==> src/rtl/midi_msg_decoder.sv <==
// rtl/midi_msg_decoder.sv - MIDI channel-message decoder producing voice/controller update strobes
//
// Decodes a stream of received MIDI bytes into note and controller updates for
// one MIDI channel. Handles channel filtering, running status, real-time bytes
// interleaved anywhere, and SysEx skipping.
//
// Optional feature macro: MIDI_RUNNING_STATUS_EN
//   defined   - after a completed message the status is kept (running status)
//   undefined - after a completed message the decoder returns to IDLE
//
// Ports:
//   clk               in   system clock
//   reset             in   asynchronous active-low reset
//   byte_valid        in   byte_in carries a received byte this cycle (no back-pressure)
//   byte_in[7:0]      in   received MIDI byte
//   update_voice      out  one-cycle strobe, note_values is new
//   update_all_voices out  one-cycle strobe, controller_values is new
//   note_values[13:0] out  {note number, velocity}; velocity 0 means release
//   controller_values out  {controller number, controller value}
//   msg_error         out  one-cycle strobe on a data byte with no valid status
module midi_msg_decoder #(
    parameter logic [3:0] CHANNEL = 4'd0
) (
    input  logic        clk,
    input  logic        reset,
    input  logic        byte_valid,
    input  logic [7:0]  byte_in,
    output logic        update_voice,
    output logic        update_all_voices,
    output logic [13:0] note_values,
    output logic [13:0] controller_values,
    output logic        msg_error
);

    typedef enum logic [1:0] {
        IDLE    = 2'd0,
        WAIT_D1 = 2'd1,
        WAIT_D2 = 2'd2,
        SKIP    = 2'd3
    } state_t;

    state_t      state_q, state_d;
    logic [7:0]  run_status_q, run_status_d;
    logic [6:0]  d1_q, d1_d;
    logic [13:0] note_q, note_d;
    logic [13:0] ctrl_q, ctrl_d;
    logic        uv_q, uv_d;
    logic        uav_q, uav_d;
    logic        err_q, err_d;

    logic is_realtime;
    logic is_channel_status;
    logic one_byte_msg;
    logic done;

    // 0xF8-0xFF may appear anywhere and must leave every register untouched.
    assign is_realtime       = (byte_in[7:3] == 5'b11111);
    assign is_channel_status = byte_in[7] && (byte_in[7:4] != 4'hF);
    // Program change (0xCn) and channel pressure (0xDn) carry a single data byte.
    assign one_byte_msg      = (run_status_q[7:5] == 3'b110);

    always_comb begin
        state_d      = state_q;
        run_status_d = run_status_q;
        d1_d         = d1_q;
        note_d       = note_q;
        ctrl_d       = ctrl_q;
        uv_d         = 1'b0;
        uav_d        = 1'b0;
        err_d        = 1'b0;
        done         = 1'b0;

        if (byte_valid && !is_realtime) begin
            if (byte_in[7]) begin
                // Any status byte abandons a partial message without comment.
                if (is_channel_status) begin
                    run_status_d = byte_in;
                    state_d      = WAIT_D1;
                end else if (byte_in == 8'hF0) begin
                    run_status_d = 8'h00;
                    state_d      = SKIP;
                end else begin
                    run_status_d = 8'h00;
                    state_d      = IDLE;
                end
            end else begin
                unique case (state_q)
                    IDLE: err_d = 1'b1;
                    WAIT_D1: begin
                        d1_d = byte_in[6:0];
                        if (one_byte_msg) begin
                            done = 1'b1;
                        end else begin
                            state_d = WAIT_D2;
                        end
                    end
                    WAIT_D2: done = 1'b1;
                    default: ;  // SKIP: SysEx payload is dropped silently
                endcase
            end
        end

        if (done) begin
            // Other-channel and unsupported messages complete with no output.
            if (run_status_q[3:0] == CHANNEL) begin
                unique case (run_status_q[7:4])
                    4'h9: begin
                        note_d = {d1_q, byte_in[6:0]};
                        uv_d   = 1'b1;
                    end
                    4'h8: begin
                        note_d = {d1_q, 7'd0};
                        uv_d   = 1'b1;
                    end
                    4'hB: begin
                        ctrl_d = {d1_q, byte_in[6:0]};
                        uav_d  = 1'b1;
                    end
                    default: ;
                endcase
            end
`ifdef MIDI_RUNNING_STATUS_EN
            state_d = WAIT_D1;
`else
            state_d      = IDLE;
            run_status_d = 8'h00;
`endif
        end
    end

    always_ff @(posedge clk or negedge reset) begin
        if (!reset) begin
            state_q      <= IDLE;
            run_status_q <= 8'h00;
            d1_q         <= 7'd0;
            note_q       <= 14'd0;
            ctrl_q       <= 14'd0;
            uv_q         <= 1'b0;
            uav_q        <= 1'b0;
            err_q        <= 1'b0;
        end else begin
            state_q      <= state_d;
            run_status_q <= run_status_d;
            d1_q         <= d1_d;
            note_q       <= note_d;
            ctrl_q       <= ctrl_d;
            uv_q         <= uv_d;
            uav_q        <= uav_d;
            err_q        <= err_d;
        end
    end

    assign update_voice      = uv_q;
    assign update_all_voices = uav_q;
    assign note_values       = note_q;
    assign controller_values = ctrl_q;
    assign msg_error         = err_q;

endmodule

==> config.mk <==
export PLATFORM = sky130hd
export DESIGN_NAME = midi_msg_decoder
export DESIGN_NICKNAME = d
export VERILOG_FILES = /design/src/rtl/midi_msg_decoder.sv
export SDC_FILE = /design/constraint.sdc
export NUM_CORES = 1
export LEC_CHECK = 0
export CORE_UTILIZATION = 54
export CTS_CLUSTER_SIZE = 24
export DETAILED_ROUTE_END_ITERATION = 8
export PLACE_DENSITY = 0.83
export SLEW_MARGIN = 25
export SYNTH_ARGS = -nofsm -noshare
export SYNTH_HDL_FRONTEND = slang
export SYNTH_SLANG_ARGS = --single-unit
export TNS_END_PERCENT = 10
==> constraint.sdc <==
create_clock -name clk -period 4.55 [get_ports clk]
set_input_delay 0.91 -clock clk [delete_from_list [all_inputs] [get_ports clk]]
set_output_delay 0.91 -clock clk [all_outputs]
set_load 0.02 [all_outputs]
* Yosys cells after proc, flatten, opt, wreduce, memory -nomap -nowiden
Index checks and enable logic that the tools add are counted.
** Word-level totals
- Bits in writable memories :: 0
- Latch bits :: 0
- Register bits after elaboration :: 48
- Memory bits (read-only) :: 0
- Memories kept :: 0
** Operators by class
- $add $sub $neg :: 0
- $lt $le $gt $ge :: 0
- $mul :: 0
- Div/mod/pow operators :: 0
- Equality and inequality tests :: 10
- Mux-type cells :: 25
- Shifts and indexed selects :: 0
- Bitwise operators :: 1
- Reductions and logical operators :: 15
** Operators by type and width (count)
- 2-to-1 mux 8 bit :: 4
- case mux 14 bit (2 select lines) :: 1
- 2-to-1 mux 2 bit :: 7
- == test 4 bit (second input constant) :: 3
- 2-to-1 mux 1 bit :: 12
- AND reduction 3 bit :: 4
- == test 8 bit (second input constant) :: 1
- nonzero test 2 bit :: 3
- == test 5 bit (second input constant) :: 1
- zero test 4 bit :: 1
- inequality test 4 bit (second input constant) :: 1
- == test 3 bit (second input constant) :: 1
- inequality test 3 x 2 -> 1 bit (second input constant) :: 1
- nonzero test 3 bit :: 1
- == test 2 x 1 -> 1 bit (second input constant) :: 1
- == test 2 bit (second input constant) :: 1
- logical AND 1 bit :: 2
- zero test 2 bit :: 1
- case mux 1 bit (2 select lines) :: 1
- AND reduction 2 bit :: 1
- OR reduction 2 bit :: 1
- zero test 1 bit :: 1
- NOT 1 bit :: 1

* Depth between registers and ports, before layout
- Word-level depth :: 7
- Gate-level depth with buffers :: 7
- Mapped depth without buffers :: 6

* Least setup slack after synthesis
OpenSTA, ideal clock, no wires.
- Path type :: input to register
- Start :: input port byte_in[7]
- End :: register note_q[11], in the netlist note_values[11]
- Arrival :: 2.063 ns
- Data required time :: 4.425 ns
- Stages :: 5
- Slack :: 2.362 ns
- Path through :: and2b_1 nand4b_2 nor3_4 buf_8 mux2_2
** Between the ends
- Cells in the longest elaborated chain, start to end :: 5
- Elaborated cells between the ends (all ways) :: 6
- Classes of those cells :: eq/ne: 1; mux: 2; reduce/logical: 3
** RTL lines
- from (decl) :: line 27 : input logic [7:0] byte_in,
- == test 5 bit :: line 57 : assign is_realtime = (byte_in[7:3] == 5'b11111);
- zero test 1 bit :: line 73 : if (byte_valid && !is_realtime) begin
- logical AND 1 bit :: line 73
- 2-to-1 mux 1 bit (*) :: line 73
- AND reduction 3 bit (no source line) (*)
- to (signal assigned) :: line 145 : note_q <= note_d;
- to (decl) :: line 45 : logic [13:0] note_q, note_d;
Every way passes the cells marked *; elsewhere a longest branch is shown, timed or not.
A chain may end at the register's enable or synchronous reset.

* Worst setup path in the final report
- Start :: input port byte_in[7]
- End :: register ctrl_q[1], in the netlist controller_values[1]
** Between the ends
- Cells in the longest elaborated chain, start to end :: 5
- Elaborated cells between the ends (all ways) :: 6
- Classes of those cells :: eq/ne: 1; mux: 2; reduce/logical: 3
** RTL lines
- == test 5 bit :: line 57
- zero test 1 bit :: line 73
- logical AND 1 bit :: line 73
- 2-to-1 mux 1 bit (*) :: line 73
- AND reduction 3 bit (no source line) (*)
- to (signal assigned) :: line 146 : ctrl_q <= ctrl_d;
- to (decl) :: line 46 : logic [13:0] ctrl_q, ctrl_d;
Marked as above.

==> summary.md <==
| Metric | Value |
|---|---|
| Period minus WS final | `2830 ps` |
| CORE AREA | `3690 um^2` |
| Final routed wire length divided by cell count | `17.3 um` |
| Number of instances in the synthesized netlist | `149` |
| Setup total negative slack | `0 ps` |
| Row Count | `22` |
| Top-level port count | `42` |
| Cell count after placement | `234` |
| Slew at the pin with the worst max-slew slack | `857 ps` |
| Portion of the clock cycle consumed by the worst path in the final layout | `62.1%` |
| Critical path launch point | `byte_in[7]` |
| Tot Pwr | `1270 uW` |
| Seq/Total Area, Yosys | `57.5%` |
| Overall routing resource usage | `23.0%` |
| Required time at the worst-slack endpoint | `4730 ps` |
| Max cap viols | `0` |
| Via count | `1314` |
| Final critical-path setup slack | `1720 ps` |
| Worst setup path class | `primary input to flop` |
| Pwr/cell area | `484 nW/um^2` |
| Antenna diode count | `0` |
| Number of global-route vias before repair | `1408` |
| Total half-perimeter wirelength after legalization and detailed placement | `2970 um` |
| Leakage | `0.00123 uW` |
| Remaining number of nets flagged by the antenna check after routing | `0` |
| Deepest clock path buffer count | `2` |
| Vias per cell | `5.45` |
| Post-Place Setup Slack | `1400 ps` |
| Outcome | `completed` |
| Effective utilization at floorplan | `56.6%` |
| Gp weighted congestion | `0.972` |
| Setup skew after layout | `5.31 ps` |
| Critical register-to-register path startpoint | `state_q[0]` |
| Total Routed Length | `4160 um` |
| Hold Path Origin | `controller_values[11]` |
| Cell area after synthesis | `2090 um^2` |
| Type of the tightest min-delay check | `flop to flop` |
| Detailed Routing Iterations Pass 1 | `4` |
| Final-report max-slew violation count | `0` |
| Number of input and output port buffers inserted | `41` |
| Cts bufs inserted | `5` |
| Number of different library cells in the post-synthesis netlist | `32` |
| Global-route wire length before repair | `6980 um` |
| # H-tree levels | `2` |
| Final cell count without fillers | `241` |
| Yosys reg bits | `48` |
| Number of buffers inserted for hold repair after clock tree synthesis | `0` |
| Portion of total power attributed to sequential cells | `48.2%` |
| Clock tree from TritonCTS | `built` |
| DIE HEIGHT | `64.2 um` |
| Fraction of final layout cells sized beyond drive strength 1 | `22.8%` |
| Final hold vios | `0` |
| Antenna violations before repair | `0` |
| Clk slew on worst S/H paths | `80 ps` |
| Maximum operating frequency | `354 MHz` |
| Overall overflow remaining after global route | `0` |
| Post-CTS setup repair buffer count | `0` |
| Critical Path Fanout Max | `14` |
| First-iteration detailed-routing DRC count | `43` |
| Relative slew slack | `42.7%` |
| Switching Fraction | `32.0%` |
| Peak VDD IR | `0.287 mV` |
| Final nets | `207` |
| Total number of clock tree sinks | `48` |
| Library cell used as clock root buffer | `clkbuf_8` |
| Clock latency on the worst-skew pair | `290 ps` |
| Clock network power share | `20.8%` |
| Combinational Power Share | `31.0%` |
| Total Die Area | `4120 um^2` |
| Largest net degree at the start of global routing | `49` |
| RSZ-0062 raised after global routing | `no` |
| PostCTS Resize Cnt | `0` |
| Setup Viol. Count Final | `0` |
| Nature of the critical path endpoint | `flop` |
| Number of remaining DRC errors | `0` |
| Mean post-synth cell area | `14.0 um^2` |
| Area growth from synthesis to final layout | `25.2%` |
| Kind of start point of the critical path | `primary input` |
| Cell-internal power | `862 uW` |
| CP Data Arrival Time | `3010 ps` |
| X dimension of the die | `64.2 um` |
| Power dissipated by switching net loads | `405 uW` |
| Yosys warnings | `0` |
| Net count of the mapped netlist | `163` |
-- metal layers --
layer  vias to the layer above  wire length (um)  global-route usage (%)
met3                        12               187                    6.07
met2                        38              2020                    35.5
li1                        612                 -                       -
met5                         -                 0                       0
met4                         0               131                    11.9
met1                       652              1820                    29.8
-- kinds of logic (layout without fill, tap and decap cells) --
logic type / count (synthesis) / in the layout / share of synthesized area (%)
muxes: 36 / 36 / 20.7
DFF: 48 / 48 / 57.5
AOI/OAI and AO/OA: 17 / 17 / 6.53
adders and majority gates: 3 / 3 / 1.80
and+or+nand+nor: 30 / 30 / 9.65
buffers and inverters: 15 / 59 / 3.77
-- state kept, by name, summed over array words and instances (netlist names) --
register / count
run_status_q: 8
state_q: 2
d1_q: 7
msg_error: 1
update_voice: 1
controller_values: 14
note_values: 14
update_all_voices: 1
-- power groups by stage --
stage          Sequential (uW)  Combinational, uW  Clock [uW]
2_1_floorplan              647                195           0
3_3_place_gp               607                378           0
3_5_place_dp               619                392           0
4_1_cts                    612                396         267
5_1_grt                    624                424         284
6_report                   611                393         264
-- layout make-up --
type | count | area [um^2]
Sequential cell | 48 | 1200
Fill cell | 284 | 1070
Multi-Input combinational cell | 86 | 808
Timing Repair Buffer | 41 | 408
Clock buffer | 7 | 96.3
Tap cell | 48 | 60.1
Inverter | 11 | 41.3
-- synth_stat cells, drive strengths merged --
library cell	number	area share, %
dfrtp	48	58
mux2	28	17
nand2	13	2.3
inv	11	2.0
mux2i	8	3.8
a22o	7	3.0
o21ai	5	1.2
buf	4	1.8
ha	3	1.8
nor2	3	0.54
a21o	2	0.78
a31oi	2	0.60
nand4b	2	1.1
nor3	2	1.6
nor4	2	0.90
and2	1	0.30
and2b	1	0.36
and3	1	0.30
nand2b	1	0.30
nand3	1	0.24
nand3b	1	0.96
nand4	1	0.30
nor4b	1	0.42
o2bb2a	1	0.96
-- placed cells by master (no fill, tap or decap), types with 2 or more instances in the layout --
cell type        Yosys  routed
dfrtp_1             48      48
nor2_1               3       3
mux2_4              10      10
nor3_4               2       2
mux2_2              18      18
a22o_1               6       6
o21ai_0              5       5
nand2_1             13      13
a31oi_1              2       2
mux2i_1              8       8
ha_1                 3       3
inv_1               11      11
clkdlybuf4s50_1      0      40
clkbuf_8             0       7
-- worst paths after layout --
path	end	slack (ps)	cells past startpoint
min	controller_values[11]	510	1
max reg2reg	controller_values[1]	2160	6
min in group asynchronous	note_values[4]	600	1
max	controller_values[1]	1720	5
max in group asynchronous	note_values[12]	3550	1
min reg2reg	controller_values[11]	510	1
-- metrics by stage --
step | hold WS (ps) | cell area (um^2) | utilization [%]
final | 513 | 2620 | 70.9
after detailed placement | 495 | 2520 | 68.2
after floorplan | 466 | 2090 | -
after global placement | 495 | 2520 | 68.2
after global routing | 540 | 2620 | 70.9
after CTS | 518 | 2610 | 70.8
-- critical path, cell delays in order --
cell,delay (ps)
clkdlybuf4s50_1,500
and2b_1,300
nand4b_2,180
nor3_4,700
mux2_2,410
Power figures use the tool's default switching activity.
